**config.mk**
```make
export PLATFORM = sky130hd
export DESIGN_NAME = io_input_port_flat
export DESIGN_NICKNAME = d
export VERILOG_FILES = /design/src/rtl/io_input_port_if.sv /design/src/rtl/io_input_port.sv /design/src/flat_wrapper.sv
export SDC_FILE = /design/constraint.sdc
export NUM_CORES = 1
export LEC_CHECK = 0
export BUFFER_PORTS_ARGS = -buffer_cell sky130_fd_sc_hd__buf_4
export CELL_PAD_IN_SITES_DETAIL_PLACEMENT = 1
export CELL_PAD_IN_SITES_GLOBAL_PLACEMENT = 2
export CORE_UTILIZATION = 40
export DETAILED_ROUTE_END_ITERATION = 12
export PLACE_DENSITY = 0.8
export SYNTH_ARGS = -nofsm -noshare
export SYNTH_HDL_FRONTEND = slang
export SYNTH_SLANG_ARGS = --single-unit
```
**constraint.sdc**
```tcl
create_clock -name clk -period 5.57 [get_ports clk]
set_clock_uncertainty 0.15 [all_clocks]
set_input_delay 0.557 -clock clk [delete_from_list [all_inputs] [get_ports clk]]
set_output_delay 0.557 -clock clk [all_outputs]
set_load 0.02 [all_outputs]
```
**src/rtl/io_input_port_if.sv**
```systemverilog
// +----------------------------------------------------------------------------+
// | io_input_port_if                                                           |
// | Bus bundle for io_input_port: keyboard/data-port sources and CPU side.     |
// | Revision: 1.0                                                              |
// +----------------------------------------------------------------------------+
`default_nettype none

interface io_input_port_if #(
    parameter int WIDTH    = 8,
    parameter int KB_DEPTH = 4
);
    localparam int c_CNT_W = $clog2(KB_DEPTH + 1);

    logic               ext_kb_strobe;
    logic [WIDTH-1:0]   ext_kb_code;
    logic               ext_data_valid;
    logic [WIDTH-1:0]   ext_data;
    logic               ext_data_ready;
    logic               cpu_kb_pop;
    logic               cpu_data_pop;
    logic               cpu_ovf_clr;
    logic [WIDTH-1:0]   input_port_kb;
    logic [WIDTH-1:0]   input_port_data;
    logic               kb_avail;
    logic               data_avail;
    logic [c_CNT_W-1:0] kb_count;
    logic               kb_overflow;

    modport master (
        input  ext_kb_strobe, ext_kb_code, ext_data_valid, ext_data,
               cpu_kb_pop, cpu_data_pop, cpu_ovf_clr,
        output ext_data_ready, input_port_kb, input_port_data,
               kb_avail, data_avail, kb_count, kb_overflow
    );

    modport slave (
        output ext_kb_strobe, ext_kb_code, ext_data_valid, ext_data,
               cpu_kb_pop, cpu_data_pop, cpu_ovf_clr,
        input  ext_data_ready, input_port_kb, input_port_data,
               kb_avail, data_avail, kb_count, kb_overflow
    );
endinterface

`default_nettype wire

```
**src/rtl/io_input_port.sv**
```systemverilog
// +----------------------------------------------------------------------------+
// | io_input_port                                                              |
// | Keyboard strobe FIFO plus one-entry data-port holding register feeding the |
// | ALU input operands. Define INPORT_IRQ_EN to add the registered irq output. |
// | Revision: 1.0                                                              |
// +----------------------------------------------------------------------------+
`default_nettype none

module io_input_port #(
    parameter int WIDTH       = 8,
    parameter int KB_DEPTH    = 4,
    parameter int SYNC_STAGES = 2
) (
    input  wire logic       clk,
    input  wire logic       rst_n,
`ifdef INPORT_IRQ_EN
    output logic            irq,
`endif
    io_input_port_if.master bus
);
    localparam int                 c_PTR_W = $clog2(KB_DEPTH);
    localparam int                 c_CNT_W = $clog2(KB_DEPTH + 1);
    localparam logic [c_CNT_W-1:0] c_FULL  = c_CNT_W'(KB_DEPTH);

    logic [SYNC_STAGES-1:0] r_kb_sync;
    logic                   r_kb_prev;
    logic [WIDTH-1:0]       r_mem [KB_DEPTH];
    logic [c_PTR_W-1:0]     r_wr_ptr;
    logic [c_PTR_W-1:0]     r_rd_ptr;
    logic [c_CNT_W-1:0]     r_count;
    logic                   r_overflow;
    logic                   r_data_avail;
    logic [WIDTH-1:0]       r_data;

    logic w_detect;
    logic w_empty;
    logic w_full;
    logic w_pop;
    logic w_push;
    logic w_drop;
    logic w_data_load;

    // A pop on the same edge frees a slot, so a full FIFO still accepts the push.
    assign w_detect    = r_kb_sync[SYNC_STAGES-1] & ~r_kb_prev;
    assign w_empty     = (r_count == '0);
    assign w_full      = (r_count == c_FULL);
    assign w_pop       = bus.cpu_kb_pop & ~w_empty;
    assign w_push      = w_detect & (~w_full | w_pop);
    assign w_drop      = w_detect & w_full & ~w_pop;
    assign w_data_load = bus.ext_data_valid & ~r_data_avail;

    always_ff @(posedge clk or negedge rst_n) begin
        if (!rst_n) begin
            r_kb_sync <= '0;
            r_kb_prev <= 1'b0;
        end else begin
            r_kb_sync <= {r_kb_sync[SYNC_STAGES-2:0], bus.ext_kb_strobe};
            r_kb_prev <= r_kb_sync[SYNC_STAGES-1];
        end
    end

    always_ff @(posedge clk or negedge rst_n) begin
        if (!rst_n) begin
            r_wr_ptr   <= '0;
            r_rd_ptr   <= '0;
            r_count    <= '0;
            r_overflow <= 1'b0;
        end else begin
            if (w_push) r_wr_ptr <= r_wr_ptr + 1'b1;
            if (w_pop)  r_rd_ptr <= r_rd_ptr + 1'b1;
            case ({w_push, w_pop})
                2'b10:   r_count <= r_count + 1'b1;
                2'b01:   r_count <= r_count - 1'b1;
                default: r_count <= r_count;
            endcase
            if (w_drop)               r_overflow <= 1'b1;
            else if (bus.cpu_ovf_clr) r_overflow <= 1'b0;
        end
    end

    // Storage needs no reset: an empty FIFO forces the head output to zero.
    always_ff @(posedge clk) begin
        if (w_push) r_mem[r_wr_ptr] <= bus.ext_kb_code;
    end

    always_ff @(posedge clk or negedge rst_n) begin
        if (!rst_n) begin
            r_data_avail <= 1'b0;
            r_data       <= '0;
        end else if (w_data_load) begin
            r_data_avail <= 1'b1;
            r_data       <= bus.ext_data;
        end else if (bus.cpu_data_pop) begin
            r_data_avail <= 1'b0;
        end
    end

    assign bus.input_port_kb   = w_empty ? '0 : r_mem[r_rd_ptr];
    assign bus.input_port_data = r_data;
    assign bus.kb_avail        = ~w_empty;
    assign bus.data_avail      = r_data_avail;
    assign bus.ext_data_ready  = ~r_data_avail;
    assign bus.kb_count        = r_count;
    assign bus.kb_overflow     = r_overflow;

`ifdef INPORT_IRQ_EN
    logic r_irq;

    always_ff @(posedge clk or negedge rst_n) begin
        if (!rst_n) r_irq <= 1'b0;
        else        r_irq <= ~w_empty | r_data_avail | r_overflow;
    end

    assign irq = r_irq;
`endif

endmodule

`default_nettype wire

```
**src/flat_wrapper.sv**
```systemverilog
// flat-port wrapper written by rule: the top's interface ports become plain ports
module io_input_port_flat 
#(
    parameter int WIDTH       = 8,
    parameter int KB_DEPTH    = 4,
    parameter int SYNC_STAGES = 2
)
  (clk, rst_n, bus_ext_kb_strobe, bus_ext_kb_code, bus_ext_data_valid, bus_ext_data, bus_cpu_kb_pop, bus_cpu_data_pop, bus_cpu_ovf_clr, bus_ext_data_ready, bus_input_port_kb, bus_input_port_data, bus_kb_avail, bus_data_avail, bus_kb_count, bus_kb_overflow);
  io_input_port_if #(.WIDTH(WIDTH), .KB_DEPTH(KB_DEPTH)) bus_i ();
  input  wire logic clk;
  input  wire logic rst_n;
  input wire logic [$bits(bus_i.ext_kb_strobe)-1:0] bus_ext_kb_strobe;
  input wire logic [$bits(bus_i.ext_kb_code)-1:0] bus_ext_kb_code;
  input wire logic [$bits(bus_i.ext_data_valid)-1:0] bus_ext_data_valid;
  input wire logic [$bits(bus_i.ext_data)-1:0] bus_ext_data;
  input wire logic [$bits(bus_i.cpu_kb_pop)-1:0] bus_cpu_kb_pop;
  input wire logic [$bits(bus_i.cpu_data_pop)-1:0] bus_cpu_data_pop;
  input wire logic [$bits(bus_i.cpu_ovf_clr)-1:0] bus_cpu_ovf_clr;
  output wire logic [$bits(bus_i.ext_data_ready)-1:0] bus_ext_data_ready;
  output wire logic [$bits(bus_i.input_port_kb)-1:0] bus_input_port_kb;
  output wire logic [$bits(bus_i.input_port_data)-1:0] bus_input_port_data;
  output wire logic [$bits(bus_i.kb_avail)-1:0] bus_kb_avail;
  output wire logic [$bits(bus_i.data_avail)-1:0] bus_data_avail;
  output wire logic [$bits(bus_i.kb_count)-1:0] bus_kb_count;
  output wire logic [$bits(bus_i.kb_overflow)-1:0] bus_kb_overflow;
  assign bus_i.ext_kb_strobe = bus_ext_kb_strobe;
  assign bus_i.ext_kb_code = bus_ext_kb_code;
  assign bus_i.ext_data_valid = bus_ext_data_valid;
  assign bus_i.ext_data = bus_ext_data;
  assign bus_i.cpu_kb_pop = bus_cpu_kb_pop;
  assign bus_i.cpu_data_pop = bus_cpu_data_pop;
  assign bus_i.cpu_ovf_clr = bus_cpu_ovf_clr;
  assign bus_ext_data_ready = bus_i.ext_data_ready;
  assign bus_input_port_kb = bus_i.input_port_kb;
  assign bus_input_port_data = bus_i.input_port_data;
  assign bus_kb_avail = bus_i.kb_avail;
  assign bus_data_avail = bus_i.data_avail;
  assign bus_kb_count = bus_i.kb_count;
  assign bus_kb_overflow = bus_i.kb_overflow;
  io_input_port #(.WIDTH(WIDTH), .KB_DEPTH(KB_DEPTH), .SYNC_STAGES(SYNC_STAGES)) u_core (.clk(clk), .rst_n(rst_n), .bus(bus_i));
endmodule
```
==> metrics.txt <==
final setup fails 0; Max Clk Rate 371.9 MHz; worst slew pin tran ~0.76 ns; area of the multi-input gates around 600 um2; Port Buf Inserts between 40 and 50; setup bufs post-CTS 0; Slowest-stage cell, CP dfrtp_1; DRC viols 0; WP buf/inv 1; dpl ws 2.841 ns; fin worst setup slack 2.881 ns; Global Route Usage Sum 16.05%; initial antenna violation count 0; CTS buffer count 5; Area Growth Syn to Fin 23.66%; ys async rst share 38.46%; post-DP HPWL 2.883 mm; Seq/Total Area, Yosys a little over two thirds; Critical Path Start Type register; dpl cell area 0.002500 mm2; worst hold path type input port to register; via density per instance 4.816; CP peak stage delay roughly 0.76 ns; Worst-Skew Late Latency 0.29 ns; cell taking the most area after synthesis edfxtp_1; I/O pin cnt 46; RSZ-0062 raised after global routing false; outcome complete, no violations; Net Count, Synth 146; drt initial violations 36; RePlAce Congestion 0.7835; Post-synth EDFFs 32; largest net degree at the start of global routing 21; Mapped Cells 117; Tcrit/Tclk final between 40% and 50%; CP endpoint kind output port; CP Class register to output port; setup TNS 0 ns; worst endpoint required time 4.86 ns; finished layout cell area 0.002590 mm2; DR vias 1127; Leak 1.037 nW; CTS H-tree lvls 2; Synth area leaders edfxtp_1, dfrtp_1, mux4_2, mux2_2, ha_1; router iterations before antenna repair 4; Worst Path Max Fanout 10; Clock Tree Buf Depth 2; Routed Wire Length 3.868 mm; remaining global-route overflow 0; Post-Place Cells 225; Slew HR 48.96%; count of different cell masters after synthesis 24; Layout Cells excl Fill 234; initial core utilization 42.92%; top-count cell post-synth edfxtp_1; Final Hold Fails 0; Final Critical Period 2.689 ns; Die Wd 74.36 um; Root Driver clkbuf_8; clock slew seen by the registers of the worst setup and hold paths 0.08 ns; vias in the first global route ~1300; layout cells sized above 1 43.71%; nets@finish 195; Post-synth top flop edfxtp_1; diodes inserted 0; yosys warns 0; global-route wire length before repair 6.223 mm; fin. max-slew vios 0; synth cell count leaders edfxtp_1, dfrtp_1, and2_1, inv_1; register area ~0.0015 mm2; flops & latches, synth 52; die height 74.36 um; Row Count 25; crit path cell chain mux4_2, and2_1, buf_4; drt wl/cell 16.53 um; DIE AREA 0.005529 mm2; Max Cap Viol 0; Layout fillers a little under 500; # clock sinks 52; Post-Syn Area 0.002095 mm2; synthesized area per cell 17.90 um2; top-area cell type share of the netlist area 45.88%; P per Cell Area 466.2 mW/mm2; delay-heaviest family, CP flip-flops; CTS tree done; post-route antenna net violation count 0; worst endpoint data arrival time 1.98 ns; Peak VDD IR 0.1811 mV; Core ar. between 0.004 and 0.005 mm2
cell usage in the layout (no fill, tap or decap):
master,Yosys,layout
nor3b_4,1,1
o21ai_0,1,1
dfrtp_1,20,20
or4b_1,1,1
inv_1,9,9
mux2_2,8,8
fa_1,1,1
nand3_1,1,1
clkbuf_8,0,5
clkinv_1,0,2
xnor2_1,3,3
nor2b_1,1,1
nor2_1,1,1
and2_2,4,4
mux2_4,1,1
or3_2,1,1
xor2_1,3,3
clkbuf_1,3,1
buf_4,0,45
o32ai_1,1,1
and2_1,9,9
edfxtp_1,32,32
mux4_2,8,8
nand2_1,1,1
dlygate4sd3_1,0,1
o21bai_1,1,1
ha_1,5,5
sequential cells by signal (all words and copies together), names as in the netlist:
name                        count
u_core.bus.data_avail           1
u_core.bus.input_port_data      8
u_core.bus.kb_count             3
u_core.bus.kb_overflow          1
u_core.r_kb_prev                1
u_core.r_kb_sync                2
u_core.r_mem                   32
u_core.r_rd_ptr                 2
u_core.r_wr_ptr                 2
per-stage QoR:
stage	utilization (%)	hold WS (ns)	power, mW
after global placement	51.23	0.1865	1.007
after CTS	53.08	0.2067	1.228
after global routing	53.08	0.2038	1.282
after detailed placement	51.23	0.2141	1.032
after floorplan	-	0.1114	0.8394
final	53.08	0.2168	1.208
cell families after synthesis:
kind of cell / after synthesis / share of synthesized area, %
and+or+nand+nor: 20 / 6.750
buffers and inverters: 13 / 2.389
muxes: 17 / 13.62
DFF: 52 / 69.77
adders and majority gates: 6 / 3.943
AOI/OAI and AO/OA: 3 / 1.016
xor gates and xnor gates: 6 / 2.509
timing repair:
item | in CTS | in global routing
hold buffers | 1 | 0
hold endpoints to repair | 20 | 0
gates resized for setup | 0 | 0
metal layers:
layer	track usage, %	part of all wire [%]	routed length (um)
met1	17.73	38	1485
met2	28.93	55	2126
met3	4.201	5.0	194
met4	7.128	1.6	62
met5	0	0	0
final cells by class:
cell class / count / area share [%]
sequential: 52 / 56.43
multi-input combinational: 52 / 22.51
timing repair buffer: 46 / 13.43
tap: 67 / 3.237
clock buffer: 6 / 2.802
inverter: 9 / 1.304
clock inverter: 2 / 0.2899
report_power, final:
group | switching, mW | internal, mW | leakage [nW]
combinational | 0.221 | 0.238 | 0.470
clock | 0.109 | 0.0858 | 0.0403
sequential | 0.0744 | 0.479 | 0.527
total | 0.405 | 0.803 | 1.04
path summary, 6_finish.rpt:
path                       cells past startpoint                    from                             to  slack [ns]
min                                            1       bus_ext_kb_strobe            u_core.r_kb_sync[0]        0.22
max                                            3      u_core.r_rd_ptr[0]           bus_input_port_kb[4]        2.88
max in group asynchronous                      2                   rst_n         u_core.bus.kb_overflow        4.55
min reg2reg                                    0     u_core.r_kb_sync[0]            u_core.r_kb_sync[1]        0.22
min in group asynchronous                      2                   rst_n  u_core.bus.input_port_data[6]        0.52
max reg2reg                                    9  u_core.bus.kb_count[0]         u_core.bus.kb_count[2]        3.06
Note: power is estimated with default switching activity, not from simulation.
